### src/rtl/seg7_readback.sv
// Readback decoder for active-low gfedcba 7-segment buses: snapshot on start, one digit per clock.
// Optional SEG7_RB_STABLE_EN adds a CONFIRM state that waits for the bus to settle before scanning.
module seg7_readback #(
    parameter int unsigned NUM_DIGITS = 4
) (
    input  logic                      clk,
    input  logic                      rst,
    input  logic                      start,
    input  logic [7*NUM_DIGITS-1:0]   segs,
    output logic                      busy,
    output logic                      valid,
    output logic [4*NUM_DIGITS-1:0]   value,
    output logic [NUM_DIGITS-1:0]     err_mask,
    output logic                      unstable
);

    localparam int unsigned SEG_W = 7 * NUM_DIGITS;
    localparam int unsigned VAL_W = 4 * NUM_DIGITS;
    localparam int unsigned IDX_W = (NUM_DIGITS > 1) ? $clog2(NUM_DIGITS) : 1;
    localparam logic [IDX_W-1:0] LAST_IDX = IDX_W'(NUM_DIGITS - 1);

    typedef enum logic [1:0] {
        IDLE    = 2'd0,
        SCAN    = 2'd1,
        DONE    = 2'd2
`ifdef SEG7_RB_STABLE_EN
        ,
        CONFIRM = 2'd3
`endif
    } state_t;

    state_t              state, state_d;
    logic [SEG_W-1:0]    snap, snap_d;
    logic [IDX_W-1:0]    idx, idx_d;
    logic [VAL_W-1:0]    work_val, work_val_d;
    logic [NUM_DIGITS-1:0] work_mask, work_mask_d;
    logic                busy_d, valid_d, unstable_d;
    logic [VAL_W-1:0]    value_d;
    logic [NUM_DIGITS-1:0] err_mask_d;
    logic [6:0]          cur_glyph;
    logic [3:0]          dec_nib;
    logic                dec_bad;
    logic                accept;
`ifdef SEG7_RB_STABLE_EN
    logic [1:0]          retry, retry_d;
    logic                work_unst, work_unst_d;
`endif

    // Select the snapshot digit currently addressed by the scan index.
    always_comb begin
        cur_glyph = 7'h7F;
        for (int unsigned i = 0; i < NUM_DIGITS; i++) begin
            if (idx == IDX_W'(i)) cur_glyph = snap[7*i +: 7];
        end
    end

    // Shared glyph decoder; unknown patterns flag an error and yield nibble 0.
    always_comb begin
        dec_bad = 1'b0;
        case (cur_glyph)
            7'h40: dec_nib = 4'h0;
            7'h79: dec_nib = 4'h1;
            7'h24: dec_nib = 4'h2;
            7'h30: dec_nib = 4'h3;
            7'h19: dec_nib = 4'h4;
            7'h12: dec_nib = 4'h5;
            7'h02: dec_nib = 4'h6;
            7'h78: dec_nib = 4'h7;
            7'h00: dec_nib = 4'h8;
            7'h10: dec_nib = 4'h9;
            7'h08: dec_nib = 4'hA;
            7'h03: dec_nib = 4'hB;
            7'h46: dec_nib = 4'hC;
            7'h21: dec_nib = 4'hD;
            7'h06: dec_nib = 4'hE;
            7'h0E: dec_nib = 4'hF;
            default: begin
                dec_nib = 4'h0;
                dec_bad = 1'b1;
            end
        endcase
    end

    // Next-state and datapath; DONE may accept a new start in the same cycle it reports.
    always_comb begin
        state_d     = state;
        snap_d      = snap;
        idx_d       = idx;
        work_val_d  = work_val;
        work_mask_d = work_mask;
        valid_d     = 1'b0;
        value_d     = value;
        err_mask_d  = err_mask;
        unstable_d  = unstable;
        accept      = 1'b0;
`ifdef SEG7_RB_STABLE_EN
        retry_d     = retry;
        work_unst_d = work_unst;
`endif

        case (state)
            IDLE: begin
                accept = start;
`ifdef SEG7_RB_STABLE_EN
                if (start) unstable_d = 1'b0;
`endif
            end
            SCAN: begin
                for (int unsigned i = 0; i < NUM_DIGITS; i++) begin
                    if (idx == IDX_W'(i)) begin
                        work_val_d[4*i +: 4] = dec_nib;
                        work_mask_d[i]       = dec_bad;
                    end
                end
                if (idx == LAST_IDX) state_d = DONE;
                else                 idx_d   = idx + IDX_W'(1);
            end
            DONE: begin
                valid_d    = 1'b1;
                value_d    = work_val;
                err_mask_d = work_mask;
`ifdef SEG7_RB_STABLE_EN
                unstable_d = work_unst;
`endif
                state_d    = IDLE;
                accept     = start;
            end
`ifdef SEG7_RB_STABLE_EN
            CONFIRM: begin
                if (segs == snap) begin
                    state_d = SCAN;
                end else if (retry == 2'd3) begin
                    state_d     = SCAN;
                    work_unst_d = 1'b1;
                end else begin
                    snap_d  = segs;
                    retry_d = retry + 2'd1;
                end
            end
`endif
            default: state_d = IDLE;
        endcase

        if (accept) begin
            snap_d      = segs;
            idx_d       = '0;
            work_val_d  = '0;
            work_mask_d = '0;
`ifdef SEG7_RB_STABLE_EN
            retry_d     = 2'd0;
            work_unst_d = 1'b0;
            state_d     = CONFIRM;
`else
            state_d     = SCAN;
`endif
        end

        busy_d = (state_d != IDLE);
    end

    always_ff @(posedge clk or posedge rst) begin
        if (rst) begin
            state     <= IDLE;
            snap      <= '0;
            idx       <= '0;
            work_val  <= '0;
            work_mask <= '0;
            busy      <= 1'b0;
            valid     <= 1'b0;
            value     <= '0;
            err_mask  <= '0;
            unstable  <= 1'b0;
`ifdef SEG7_RB_STABLE_EN
            retry     <= 2'd0;
            work_unst <= 1'b0;
`endif
        end else begin
            state     <= state_d;
            snap      <= snap_d;
            idx       <= idx_d;
            work_val  <= work_val_d;
            work_mask <= work_mask_d;
            busy      <= busy_d;
            valid     <= valid_d;
            value     <= value_d;
            err_mask  <= err_mask_d;
            unstable  <= unstable_d;
`ifdef SEG7_RB_STABLE_EN
            retry     <= retry_d;
            work_unst <= work_unst_d;
`endif
        end
    end

endmodule
### config.mk
export PLATFORM = sky130hd
export DESIGN_NAME = seg7_readback
export DESIGN_NICKNAME = d
export VERILOG_FILES = /design/src/rtl/seg7_readback.sv
export SDC_FILE = /design/constraint.sdc
export NUM_CORES = 1
export LEC_CHECK = 0
export ABC_AREA = 1
export CORE_ASPECT_RATIO = 2
export CORE_MARGIN = 3
export CORE_UTILIZATION = 49
export DETAILED_ROUTE_END_ITERATION = 10
export PLACE_DENSITY = 0.76
export SLEW_MARGIN = 20
export SYNTH_ARGS = -nofsm -noshare
export SYNTH_HDL_FRONTEND = slang
export SYNTH_SLANG_ARGS = --single-unit
### constraint.sdc
create_clock -name clk -period 2.3 [get_ports clk]
set_input_delay 0.46 -clock clk [delete_from_list [all_inputs] [get_ports clk]]
set_output_delay 0.46 -clock clk [all_outputs]
set_load 0.1 [all_outputs]
Word-level counts from Yosys, hierarchy flattened
Index checks and enable logic that the tools add are counted.
{"block": "word_totals", "regBits": 74, "input_bits": 31, "output_inout_bits": 23, "wordCells": 79}
{"block": "classes", "addsub": 1, "eq_ne": 21, "muxes": 26, "n_reduce_logical": 16}
{"op": "4-bit one-hot mux with 15 select lines", "n": 1}
{"op": "16-bit two-way mux", "n": 2}
{"op": "7-bit equality test (second input constant)", "n": 4}
{"op": "7-bit two-way mux", "n": 4}
{"op": "4-bit two-way mux", "n": 6}
{"op": "7-bit by 5-bit equality test with 1-bit output (second input constant)", "n": 3}
{"op": "7-bit by 6-bit equality test with 1-bit output (second input constant)", "n": 3}
{"op": "16-bit OR reduction", "n": 1}
{"op": "7-bit by 2-bit equality test with 1-bit output (second input constant)", "n": 2}
{"op": "7-bit by 4-bit equality test with 1-bit output (second input constant)", "n": 2}
{"op": "2-bit nonzero test", "n": 6}
{"op": "2-bit two-way mux", "n": 5}
{"op": "2-bit AND reduction", "n": 5}
{"op": "7-bit by 3-bit equality test with 1-bit output (second input constant)", "n": 1}
{"op": "7-bit zero test", "n": 1}
{"op": "1-bit two-way mux", "n": 7}
{"op": "2-bit equality test (second input constant)", "n": 3}
{"op": "2-bit by 1-bit equality test with 1-bit output (second input constant)", "n": 2}
{"op": "2-bit zero test", "n": 2}
{"op": "2-bit one-hot mux with 2 select lines", "n": 1}
{"op": "2-bit by 1-bit adder with 2-bit output (second input constant)", "n": 1}
{"op": "2-bit != test (second input constant)", "n": 1}
{"op": "2-bit OR reduction", "n": 1}

Depth between registers and ports, before layout
{"block": "depth", "ltp_word": 11, "depth_mapped": 19, "depth_no_buf": 18}

Worst setup path after synthesis
OpenSTA, ideal clock, no wires.
{"block": "synth_timing", "path_kind": "register -> register", "start": "register idx[0]", "end": "register work_val[10]", "setup_time_ns": 0.118, "arrival_ns": 1.761, "t_required_ns": 2.182, "slack_ns": 0.421, "path_stages_with_launch": 16, "path_buffers": 1, "synth_period_minus_slack_ns": 1.879, "cell_sequence": "dfrtp_1 inv_1 ha_1 buf_6 a21oi_1 nand2_1 nand2_2 inv_1 nand3_1 nor2_2 nor2_4 nand2_2 nor2_4 inv_2 nand3_1 nand2_1"}
{"block": "synth_via", "elab_chain_cells": 10, "word_cells_on_any_way": 29, "cone_classes": "eq/ne: 17; mux: 8; reduce/logical: 4"}
{"element": "start: declaration", "line_no": "34", "rtl": "logic [IDX_W-1:0] idx, idx_d;"}
{"element": "start signal: assignment", "line_no": "180", "rtl": "idx <= idx_d;"}
{"element": "2-bit zero test", "line_no": "53", "rtl": "if (idx == IDX_W'(i)) cur_glyph = snap[7*i +: 7];"}
{"element": "7-bit two-way mux (4 in series)", "line_no": "53"}
{"element": "7-bit by 4-bit equality test with 1-bit output, or another cell as far along", "line_no": "60", "rtl": "case (cur_glyph)"}
{"element": "4-bit one-hot mux with 15 select lines", "line_no": "60"}
{"element": "4-bit two-way mux", "line_no": "110", "rtl": "if (idx == IDX_W'(i)) begin"}
{"element": "16-bit two-way mux", "line_no": "101", "rtl": "case (state)"}
{"element": "16-bit two-way mux", "line_no": "144", "rtl": "if (accept) begin"}
{"element": "end signal: assignment", "line_no": "181", "rtl": "work_val <= work_val_d;"}
{"element": "end: declaration", "line_no": "35", "rtl": "logic [VAL_W-1:0] work_val, work_val_d;"}
Several ways; a longest one is shown, not always the timed one. The select of a mux whose other input is x is not followed.
A chain may end at the register's enable or synchronous reset.

Final worst setup path
{"block": "layout_timing", "start": "register idx[1]", "end": "register work_mask[3]"}
{"block": "layout_via", "elab_chain_cells": 11, "word_cells_on_any_way": 31, "cone_classes": "eq/ne: 18; mux: 8; reduce/logical: 5"}
{"element": "2-bit zero test", "line_no": "53"}
{"element": "7-bit two-way mux (4 in series)", "line_no": "53"}
{"element": "7-bit by 4-bit equality test with 1-bit output, or another cell as far along", "line_no": "60"}
{"element": "16-bit OR reduction (no source line)"}
{"element": "1-bit two-way mux", "line_no": "60"}
{"element": "1-bit two-way mux", "line_no": "110"}
{"element": "4-bit two-way mux", "line_no": "101"}
{"element": "4-bit two-way mux", "line_no": "144"}
{"element": "end signal: assignment", "line_no": "182", "rtl": "work_mask <= work_mask_d;"}
{"element": "end: declaration", "line_no": "36", "rtl": "logic [NUM_DIGITS-1:0] work_mask, work_mask_d;"}
Several ways; a longest one is shown, not always the timed one. The select of a mux whose other input is x is not followed.

==> metrics <==
outcome finished clean; share of layout cells above drive strength 1 0.226; commonest non-fill, non-tap cell in the layout nand2_1; Final WS setup slightly above 0.1 ns; YS warnings 0; worst path buffer plus inverter count 1; Synth Area in Compound Gates 0.0534; CTS tree built; Final nets around 570; Clock Pin Slew Worst Setup and Hold Paths ~0.06 ns; CP max FO 8; DR vias just over 3000; WHS Endpoint value[13]; first-pass GRT wire length about 14000 um; Site Rows 43; drt drc 0; Fin. Hold Viols 0; clk_lat worst skew 0.33 ns; final wirelength approximately 8600 um; GRT overflow 0; Worst EP arrival 2.47 ns; number of CTS-inserted buffers 9; DRT iter0 DRCs between 150 and 200; Synth Area in XOR/XNOR 0; reg2reg start idx[1]; Least-Margin Pin Slew between 0.5 and 0.6 ns; Max-cap violations 0; required time of the critical path roughly 2.6 ns; Hold Crit Class flip-flop to flip-flop; setup violators final 0; largest family of logic cells by synthesized area simple AND/OR/NAND/NOR gates; Syn Area/Cell roughly 7.7 um2; Fillers just over 600; hold path depth 2; die height approximately 130 um; hpwl dp around 6400 um; Ports between 50 and 60; Placement Setup Slack -0.194 ns; Worst path depth 12; synthesized net count about 500; distinct cell type count after synthesis 25; core area ~7000 um2; Worst Skew 0.00495 ns; simple-gate portion of the synthesized area 0.349; Buffers on Ports 52; crit-path cells inv_2 > ha_4 > nor2_4 > nand2_2 > nand2_4 > a21oi_1 > nor2_1 > nand3_1 > nand3_1 > nor2_2 > nand4_1 > nand2_1; area delta synth->final 31.1%; post-synthesis register bit count 74; worst reg2reg setup slack approximately 0.10 ns; reg2reg end work_mask[3]; die area around 8400 um2; crit start category flip-flop; Max stage delay on crit path 0.43 ns; Adder-Cell Fraction of Synth Area 0.0140; Sink Count 74; routed len/inst between 10 and 15 um; clock root cell clkbuf_16; Crit path max-delay family simple AND/OR/NAND/NOR gates; leading cell types in the layout, fill and taps excluded nand2_1 (201), dfrtp_1 (74), buf_4 (40), inv_1 (30), clkdlybuf4s50_1 (30); Max Fclk between 400 and 500 MHz; hold_buf cts 0; Final Wtd Congestion between 0.9 and 1; H-Tree Depth 3; Final min period between 2 and 2.5 ns; CP Capture Type flip-flop; Die X 66.5 um; Cells after Synth around 460; GR Util All Layers 0.221; RSZ-0062 raised after global routing yes; Worst Reg-to-Reg Cells 12; HP Start work_val[13]; Max Slew Vio Count 0; part of the Yosys area used for sequential elements 0.516; CTS Buffer Depth 2; slew margin rel. 0.610; synthesized area 3590 um2; initial antenna violation count 0; ant diodes 0; largest net degree at the start of global routing 75; vias in the first global route ~3000; Crit path top cell by count nand3_1; Initial Util 0.509; vias per inst between 4 and 5; TritonRoute pass-1 iters 4; Routed Antenna Nets 0; Setup CP Type flip-flop to flip-flop; slowest cell on the critical path dfrtp_1; proportion of synthesized area in mux cells 0; Final Cycle Share 0.955
-- cells in the mapped netlist (all sizes together) --
| library cell | n | area [um2] |
|---|---|---|
| a21oi | 18 | 101 |
| buf | 5 | 40.0 |
| clkbuf | 10 | 41.3 |
| clkinv | 1 | 3.75 |
| conb | 1 | 3.75 |
| dfrtp | 74 | 1850 |
| ha | 4 | 50.1 |
| inv | 40 | 153 |
| nand2 | 223 | 892 |
| nand3 | 31 | 165 |
| nand4 | 4 | 25.0 |
| nor2 | 34 | 165 |
| nor3 | 1 | 5.00 |
| o21ai | 18 | 90.1 |
-- cell type report --
cell class	instances	area [um2]	share of cell area
Timing Repair Buffer	74	654	0.139
Inverter	41	163	0.0346
Multi-Input combinational cell	334	1650	0.350
Clock buffer	12	246	0.0524
Tap cell	90	113	0.0239
Clock inverter	4	27.5	0.00585
Sequential cell	74	1850	0.394
-- timing repair --
action                     4_1_cts  5_1_grt
resized for setup                4       39
buffers inserted                 1        5
setup endpoints to repair       20       20
pin swaps                        0       13
-- routing by layer --
metal  routed length [um]  vias to the layer above  GRT usage
met5                    0                        -          0
met4                  514                        0      0.150
met3                  267                       32     0.0405
met2                 4870                       74      0.407
met1                 2930                     1429      0.211
li1                     -                     1565          -
-- registers in the layout (all words and copies together), names as in the netlist --
name	cells
busy	1
err_mask	4
idx	2
snap	28
state	2
valid	1
value	16
work_mask	4
work_val	16
-- cells by family (layout without fill, tap and decap cells) --
family | count (synthesis) | after routing
simple gates | 293 | 293
flops | 74 | 74
buf+inv | 56 | 131
compound gates | 36 | 36
fa+ha+maj | 4 | 4
other cells | 1 | 1
-- how the worst max path moves through the flow --
stage,slack (ns),to,start
floorplan,0.42,work_val[10],idx[0]
global placement,-0.12,work_val[2],idx[1]
detailed placement,-0.19,work_val[2],idx[1]
CTS,0.01,work_val[2],idx[0]
finish,0.10,work_mask[3],idx[1]
global route,-0.06,work_val[12],idx[1]
-- worst min-delay path, delay by kind of cell, from the launching register on --
kind / cells / cell delay [ns]
flops: 1 / 0.34
simple gates: 2 / 0.10
-- per-stage QoR --
stage	utilization	instance area [um2]	TNS (ns)	std cells	hold WS (ns)
after floorplan	-	3590	0	464	0.442
after global placement	0.602	4240	-0.901	608	0.453
after detailed placement	0.602	4240	-2.03	608	0.458
after CTS	0.644	4540	0	625	0.473
after global routing	0.667	4700	-0.364	629	0.487
final	0.667	4700	0	629	0.468
Power is not shown: default switching activity piles up to over one toggle a cycle in this logic, so the estimate is an artifact.
